$ cat config.mk
export PLATFORM = sky130hd
export DESIGN_NAME = top_proc_multicycle
export DESIGN_NICKNAME = d
export VERILOG_FILES = /design/src/rtl/top_proc_pkg.sv /design/src/rtl/proc_alu.sv /design/src/rtl/top_proc_multicycle.sv
export SDC_FILE = /design/constraint.sdc
export NUM_CORES = 2
export LEC_CHECK = 0
export ABC_AREA = 1
export ABC_CLOCK_PERIOD_IN_PS = 5900
export BUFFER_PORTS_ARGS = -buffer_cell sky130_fd_sc_hd__buf_2
export CORE_UTILIZATION = 35
export DETAILED_ROUTE_END_ITERATION = 8
export PLACE_DENSITY = 0.58
export SLEW_MARGIN = 20
export SYNTH_ARGS = -nofsm -noshare
export SYNTH_HDL_FRONTEND = slang
export SYNTH_SLANG_ARGS = --single-unit
export TNS_END_PERCENT = 1
$ cat constraint.sdc
create_clock -name clk -period 5.9 [get_ports clk]
set_input_delay 0.295 -clock clk [delete_from_list [all_inputs] [get_ports clk]]
set_output_delay 0.295 -clock clk [all_outputs]
set_load 0.01 [all_outputs]
$ cat src/rtl/top_proc_pkg.sv
// Shared definitions for the multicycle RV32I-subset core: opcodes, ALU control
// codes, FSM states and the default reset PC.
package top_proc_pkg;

    localparam logic [31:0] DEFAULT_INITIAL_PC = 32'h0040_0000;

    localparam logic [6:0] OP_R   = 7'b0110011;
    localparam logic [6:0] OP_I   = 7'b0010011;
    localparam logic [6:0] OP_LW  = 7'b0000011;
    localparam logic [6:0] OP_SW  = 7'b0100011;
    localparam logic [6:0] OP_BEQ = 7'b1100011;

    typedef enum logic [3:0] {
        ALU_AND = 4'b0000,
        ALU_OR  = 4'b0001,
        ALU_ADD = 4'b0010,
        ALU_SUB = 4'b0110,
        ALU_SLT = 4'b0111,
        ALU_SRL = 4'b1000,
        ALU_SLL = 4'b1001,
        ALU_SRA = 4'b1010,
        ALU_XOR = 4'b1101
    } aluCtrl_t;

    typedef enum logic [2:0] {
        S_IF,
        S_ID,
        S_EX,
        S_MEM,
        S_WB
    } procState_t;

endpackage

$ cat src/rtl/proc_alu.sv
// 32-bit ALU for the multicycle core. The shifter exists only when
// TOP_PROC_SHIFT_EN is defined; otherwise shift codes produce zero.
module proc_alu
    import top_proc_pkg::*;
(
    input  logic [31:0] opA,
    input  logic [31:0] opB,
    input  logic [3:0]  ctrl,
    output logic [31:0] result,
    output logic        zero
);

    always_comb begin
        result = '0;
        case (ctrl)
            ALU_AND: result = opA & opB;
            ALU_OR:  result = opA | opB;
            ALU_ADD: result = opA + opB;
            ALU_SUB: result = opA - opB;
            ALU_SLT: result = {31'b0, $signed(opA) < $signed(opB)};
            ALU_XOR: result = opA ^ opB;
`ifdef TOP_PROC_SHIFT_EN
            ALU_SRL: result = opA >> opB[4:0];
            ALU_SLL: result = opA << opB[4:0];
            ALU_SRA: result = $signed(opA) >>> opB[4:0];
`endif
            default: result = '0;
        endcase
    end

    assign zero = (result == '0);

endmodule

$ cat src/rtl/top_proc_multicycle.sv
// Multicycle RV32I-subset core, five cycles per instruction. Shift instructions
// are decoded only when TOP_PROC_SHIFT_EN is defined, else they retire as NOPs.
//
// state | meaning
// IF    | PC drives ROM; ROM registers instr at end of cycle
// ID    | instr valid; latched into IR at the ID->EX edge
// EX    | ALU evaluates IR operands; MemRead/MemWrite armed for MEM
// MEM   | LW reads / SW writes the data RAM
// WB    | rd written, PC advanced (PC+4 or branch target)
module top_proc_multicycle
    import top_proc_pkg::*;
#(
    parameter logic [31:0] INITIAL_PC = DEFAULT_INITIAL_PC
) (
    input  logic        clk,
    input  logic        rst,
    input  logic [31:0] instr,
    input  logic [31:0] dReadData,
    output logic [31:0] PC,
    output logic [31:0] dAddress,
    output logic [31:0] dWriteData,
    output logic        MemRead,
    output logic        MemWrite,
    output logic [31:0] WriteBackData
);

    procState_t  state;
    logic [31:0] ir;
    logic [31:0] regs [32];

    logic [6:0]  opcode;
    logic [4:0]  rd, rs1, rs2;
    logic [2:0]  funct3;
    logic [31:0] immI, immS, immB;
    logic [31:0] rs1Val, rs2Val, aluB, aluResult;
    logic [3:0]  aluCtrl;
    logic        aluZero, useImm, regWrite, isLw, isSw, isBeq;

    assign opcode = ir[6:0];
    assign rd     = ir[11:7];
    assign funct3 = ir[14:12];
    assign rs1    = ir[19:15];
    assign rs2    = ir[24:20];

    assign immI = {{20{ir[31]}}, ir[31:20]};
    assign immS = {{20{ir[31]}}, ir[31:25], ir[11:7]};
    assign immB = {{19{ir[31]}}, ir[31], ir[7], ir[30:25], ir[11:8], 1'b0};

    assign rs1Val = (rs1 == 5'd0) ? '0 : regs[rs1];
    assign rs2Val = (rs2 == 5'd0) ? '0 : regs[rs2];

    always_comb begin
        aluCtrl  = ALU_ADD;
        useImm   = 1'b0;
        regWrite = 1'b0;
        isLw     = 1'b0;
        isSw     = 1'b0;
        isBeq    = 1'b0;
        case (opcode)
            OP_R, OP_I: begin
                useImm   = (opcode == OP_I);
                regWrite = 1'b1;
                case (funct3)
                    // ir[30] is an immediate bit for ADDI, so SUB exists only in R-type
                    3'b000: aluCtrl = (opcode == OP_R && ir[30]) ? ALU_SUB : ALU_ADD;
                    3'b010: aluCtrl = ALU_SLT;
                    3'b100: aluCtrl = ALU_XOR;
                    3'b110: aluCtrl = ALU_OR;
                    3'b111: aluCtrl = ALU_AND;
`ifdef TOP_PROC_SHIFT_EN
                    3'b001: aluCtrl = ALU_SLL;
                    3'b101: aluCtrl = ir[30] ? ALU_SRA : ALU_SRL;
`endif
                    default: regWrite = 1'b0;
                endcase
            end
            OP_LW: begin
                useImm   = 1'b1;
                regWrite = 1'b1;
                isLw     = 1'b1;
            end
            OP_SW: begin
                useImm = 1'b1;
                isSw   = 1'b1;
            end
            OP_BEQ: begin
                aluCtrl = ALU_SUB;
                isBeq   = 1'b1;
            end
            default: ;
        endcase
    end

    assign aluB = isSw ? immS : (useImm ? immI : rs2Val);

    proc_alu uAlu (
        .opA    (rs1Val),
        .opB    (aluB),
        .ctrl   (aluCtrl),
        .result (aluResult),
        .zero   (aluZero)
    );

    assign dAddress      = aluResult;
    assign dWriteData    = rs2Val;
    assign WriteBackData = isLw ? dReadData : aluResult;

    always_ff @(posedge clk or negedge rst) begin
        if (!rst) begin
            state    <= S_IF;
            PC       <= INITIAL_PC;
            ir       <= '0;
            MemRead  <= 1'b0;
            MemWrite <= 1'b0;
            for (int i = 0; i < 32; i++) regs[i] <= '0;
        end else begin
            case (state)
                S_IF: state <= S_ID;
                S_ID: begin
                    ir    <= instr;
                    state <= S_EX;
                end
                S_EX: begin
                    MemRead  <= isLw;
                    MemWrite <= isSw;
                    state    <= S_MEM;
                end
                S_MEM: begin
                    MemRead  <= 1'b0;
                    MemWrite <= 1'b0;
                    state    <= S_WB;
                end
                S_WB: begin
                    if (regWrite && rd != 5'd0) regs[rd] <= WriteBackData;
                    PC    <= (isBeq && aluZero) ? PC + immB : PC + 32'd4;
                    state <= S_IF;
                end
                default: state <= S_IF;
            endcase
        end
    end

endmodule

==> run_results.csv <==
group,metric,value,unit
grt,grt_usage,31.96,%
die,num_rows,160,
hold_path,holdPathStages,4,
pwr,ir_drop,432.8,uV
finish,fill_cells,19523,
critical_path,r2r_end,"PC[8]$_DFFE_PN0P_",
pwr,p_leak,37.95,nW
drt,drc_errors,0,
sta,fin_crit,5.799,ns
critical_path,cp-start-kind,"flop",
critical_path,path_depth,22,
critical_path,crit_family,"buffers and inverters",
flow_run,drv_cap,0,
sta,hold_viol,0,
drt,vias,73579,
critical_path,critical_path_required,5.61,ns
drt,drtIter0Drc,11099,
sta,setup_violations,0,
critical_path,regToRegStartpoint,"ir[20]$_DFFE_PN0P_",
finish,syn2layout_area_growth,20.30,%
synthesis,syn_nets,9753,
clocking,cts-root-buf,"clkbuf_16",
critical_path,cpMaxStageDelayCell,"dfrtp_4",
drt,routed_wl,323.0,mm
clocking,insertion_delay,0.80,ns
grt,grt_max_degree,160,
critical_path,critPathKind,"reg2out",
hold_path,min_from,"dReadData[11]",
synthesis,syn_inst,9557,
drt,via_per_inst,5.989,
clocking,htreeDepth,3,
placement,place_area,73190,um2
grt,grt_pass1_wl,463.7,mm
placement,place_congestion,1.003,
drt,first_pass_iters,7,
finish,nets,9866,
critical_path,critical_path.most_common_cell,"nand3_1",
finish,fin_area,80930,um2
placement,dpl.cell_count,11921,
sta,slew_viol_final,0,
sta,skew,0.04201,ns
die,io_pins,196,
die,die_y,440.4,um
synthesis,synth-seq-area-share,40.62,%
synthesis,synth_cell_type_count,53,
die,fp.coreArea,190600,um2
synthesis,syn_avg_cell_area,7.039,um2
hold_path,min_path_type,"in2reg",
grt,grt_pass1_vias,68063,
finish,drive_above_1_share,13.97,%
clocking,ctsLongestPathBuffers,3,
clocking,cts_buffers,119,
sta,grt_setup_unrepaired,"true",
sta,max_freq,172.4,MHz
synthesis,netlist_area,67270,um2
synthesis,ys_seq_elements,1092,
hold_path,hold_end,"regs[331]$_DFFE_PN0P_",
critical_path,arrival,5.50,ns
sta,period_share,98.29,%
drt,ant_nets,0,
critical_path,worstRegToRegCells,34,
critical_path,end_kind,"primary output",
die,die_w,440.4,um
critical_path,path_buf_inv,8,
clocking,cts.sinks,1092,
placement,dp_hpwl,195.1,mm
clocking,cts_tree,"built",
placement,port_buffers,194,
grt,grt-ovfl-total,0,
critical_path,max_stage_delay,0.52,ns
critical_path,crit_path_cell_trace,"buf_12 > buf_16 > buf_16 > o21ai_0 > o211ai_1 > nand3_1 > nand4_1 > nand3_1 > inv_1 > ha_4 > a21oi_1 > nand2_1 > inv_1 > nand2_1 > a21oi_1 > nand3_1 > nand3_1 > nand4_1 > o21ai_4 > clkinv_1 > buf_4 > buf_2",
clocking,clkSlewWorstSetupHoldPaths,0.07,ns
pwr,pwr_density_cell,274.9,nW/um2
finish,final_cells,12286,
synthesis,ys_warn_count,0,
critical_path,rrSetupSlack,0.36,ns
die,initial_utilization,35.30,%
status,status,"complete, no violations",
grt,antenna_found_initial,14,
drt,routedWlPerCell,26.29,um
critical_path,worstPathMaxFanout,44,
sta,tightestPinTransition,1.231,ns
finish,final_util,42.46,%
pwr,power,0.02224,W
sta,max_slew_margin,17.96,%
die,dieArea,194000,um2
logic make-up (layout without fill, tap and decap cells):
logic type,after synthesis,in the layout,share of synthesized area [%]
mux,11,11,0.1841
fa+ha+maj,130,130,2.451
compound gates,3038,3038,24.89
simple gates,3753,3753,22.66
buf+inv,1468,1678,8.362
flops,1092,1092,40.62
other cells,1,9,0.005574
xor+xnor,64,64,0.8332
synth_stat cells (all sizes together):
cell type	count	area, um2
and3	3	18.77
inv	654	2455
o21a	14	105.1
conb	1	3.750
o21bai	15	112.6
xor2	43	376.6
clkbuf	704	2643
o21ai	1978	9899
a221oi	11	96.34
dfstp	1	26.28
a21boi	3	22.52
nand3	497	2517
a2bb2oi	7	61.31
nor3	30	182.7
nor4	6	37.54
a31oi	19	118.9
a211oi	24	180.2
ha	127	1589
o311ai	2	17.52
dfrtp	1091	27300
nand4	109	681.9
buf	88	444.2
o31ai	1	7.510
o221ai	193	1690
a21o	6	45.04
nand3b	6	45.04
o22ai	124	775.7
nor2	1198	4578
a21oi	488	2454
a211o	1	8.760
nand2	1902	7167
clkinv	22	83.83
and2	2	12.51
o211ai	148	1111
xnor2	21	183.9
mux2	11	123.9
fa	3	60.06
a32oi	4	35.03
cell usage in the layout, fill, tap and decap left out, types with 38 or more instances in the layout:
cell type,Yosys,final
nand3_2,6,60
nand4_1,109,109
nor2_2,11,48
o21ai_0,1971,1912
o221ai_1,193,193
buf_4,11,389
o211ai_1,148,148
ha_1,127,101
nand2_1,1895,1839
nor2_1,1181,1121
clkbuf_16,0,138
dfrtp_1,1091,1081
xor2_1,43,43
inv_1,631,613
buf_12,0,77
a21oi_2,3,38
o22ai_1,124,124
nand3_1,491,420
nand2_2,5,54
buf_2,34,191
a21oi_1,485,444
metal layers:
metal | routed length (um) | up-vias | GRT usage [%]
met5 | 13 | - | 0
met4 | 19830 | 2 | 17.67
met3 | 37550 | 941 | 6.422
met2 | 136800 | 4838 | 47.15
met1 | 128700 | 35369 | 43.57
li1 | - | 32429 | -
sequential cells by signal (all words and copies together) (netlist names):
signal / flops
PC: 31
regs: 1024
state: 3
ir: 32
MemWrite: 1
MemRead: 1
repair_timing:
item                                    in CTS  in global routing
hold endpoints to repair                   104                  0
pin swaps                                    9                 46
setup buffers                               14                 59
cloned                                      14                 18
endpoints found under the setup margin      63                 56
hold buffers                                35                  0
resized for setup                          166                305
report_power, final:
group	internal (W)	total, W	switching [W]
Combinational	0.00207	0.00674	0.00468
Sequential	0.00754	0.00760	0.0000603
Clock	0.00451	0.00790	0.00338
Total	0.0141	0.0222	0.00812
per-stage QoR:
| stage | hold slack, ns | setup slack [ns] | TNS (ns) |
|---|---|---|---|
| finish | 0.04702 | 0.1006 | 0 |
| global route | 0.04633 | -0.04552 | -0.2036 |
| CTS | 0.01035 | -0.04657 | -0.1473 |
| detailed placement | 0.3620 | -0.1058 | -1.727 |
| global placement | 0.3602 | -0.06834 | -0.7526 |
| floorplan | -0.0005911 | 1.038 | 0 |
worst max-delay path by stage:
stage / startpoint / endpoint / slack [ns]
after floorplan: ir[20]$_DFFE_PN0P_ / PC[1]$_DFFE_PN0P_ / 1.04
after global placement: ir[20]$_DFFE_PN0P_ / PC[19]$_DFFE_PN0P_ / -0.07
after detailed placement: ir[20]$_DFFE_PN0P_ / PC[8]$_DFFE_PN0P_ / -0.11
after CTS: ir[20]$_DFFE_PN0P_ / WriteBackData[27] / -0.05
after global routing: ir[20]$_DFFE_PN0P_ / WriteBackData[0] / -0.05
final: ir[15]$_DFFE_PN0P_ / WriteBackData[26] / 0.10
layout make-up:
type                            instances  area [um2]  area share, %
Multi-Input combinational cell       6997       36080          44.58
Sequential cell                      1092       27360          33.80
Timing Repair Buffer                  781        7630          9.428
Clock buffer                          179        3535          4.368
Tap cell                             2511        3142          3.882
Inverter                              676        2648          3.271
Clock inverter                         39       486.7         0.6014
Timing Repair inverter                  3       28.78        0.03556
Antenna cell                            8       20.02        0.02474
worst register-to-register path, delay by kind of cell (launching register included):
| kind | cells | cell delay (ns) |
|---|---|---|
| DFF | 1 | 0.50 |
| adders and majority gates | 1 | 0.34 |
| buffers and inverters | 9 | 1.42 |
| and+or+nand+nor | 18 | 2.23 |
| AOI/OAI and AO/OA | 6 | 0.95 |
Note: power is estimated with default switching activity, not from simulation.
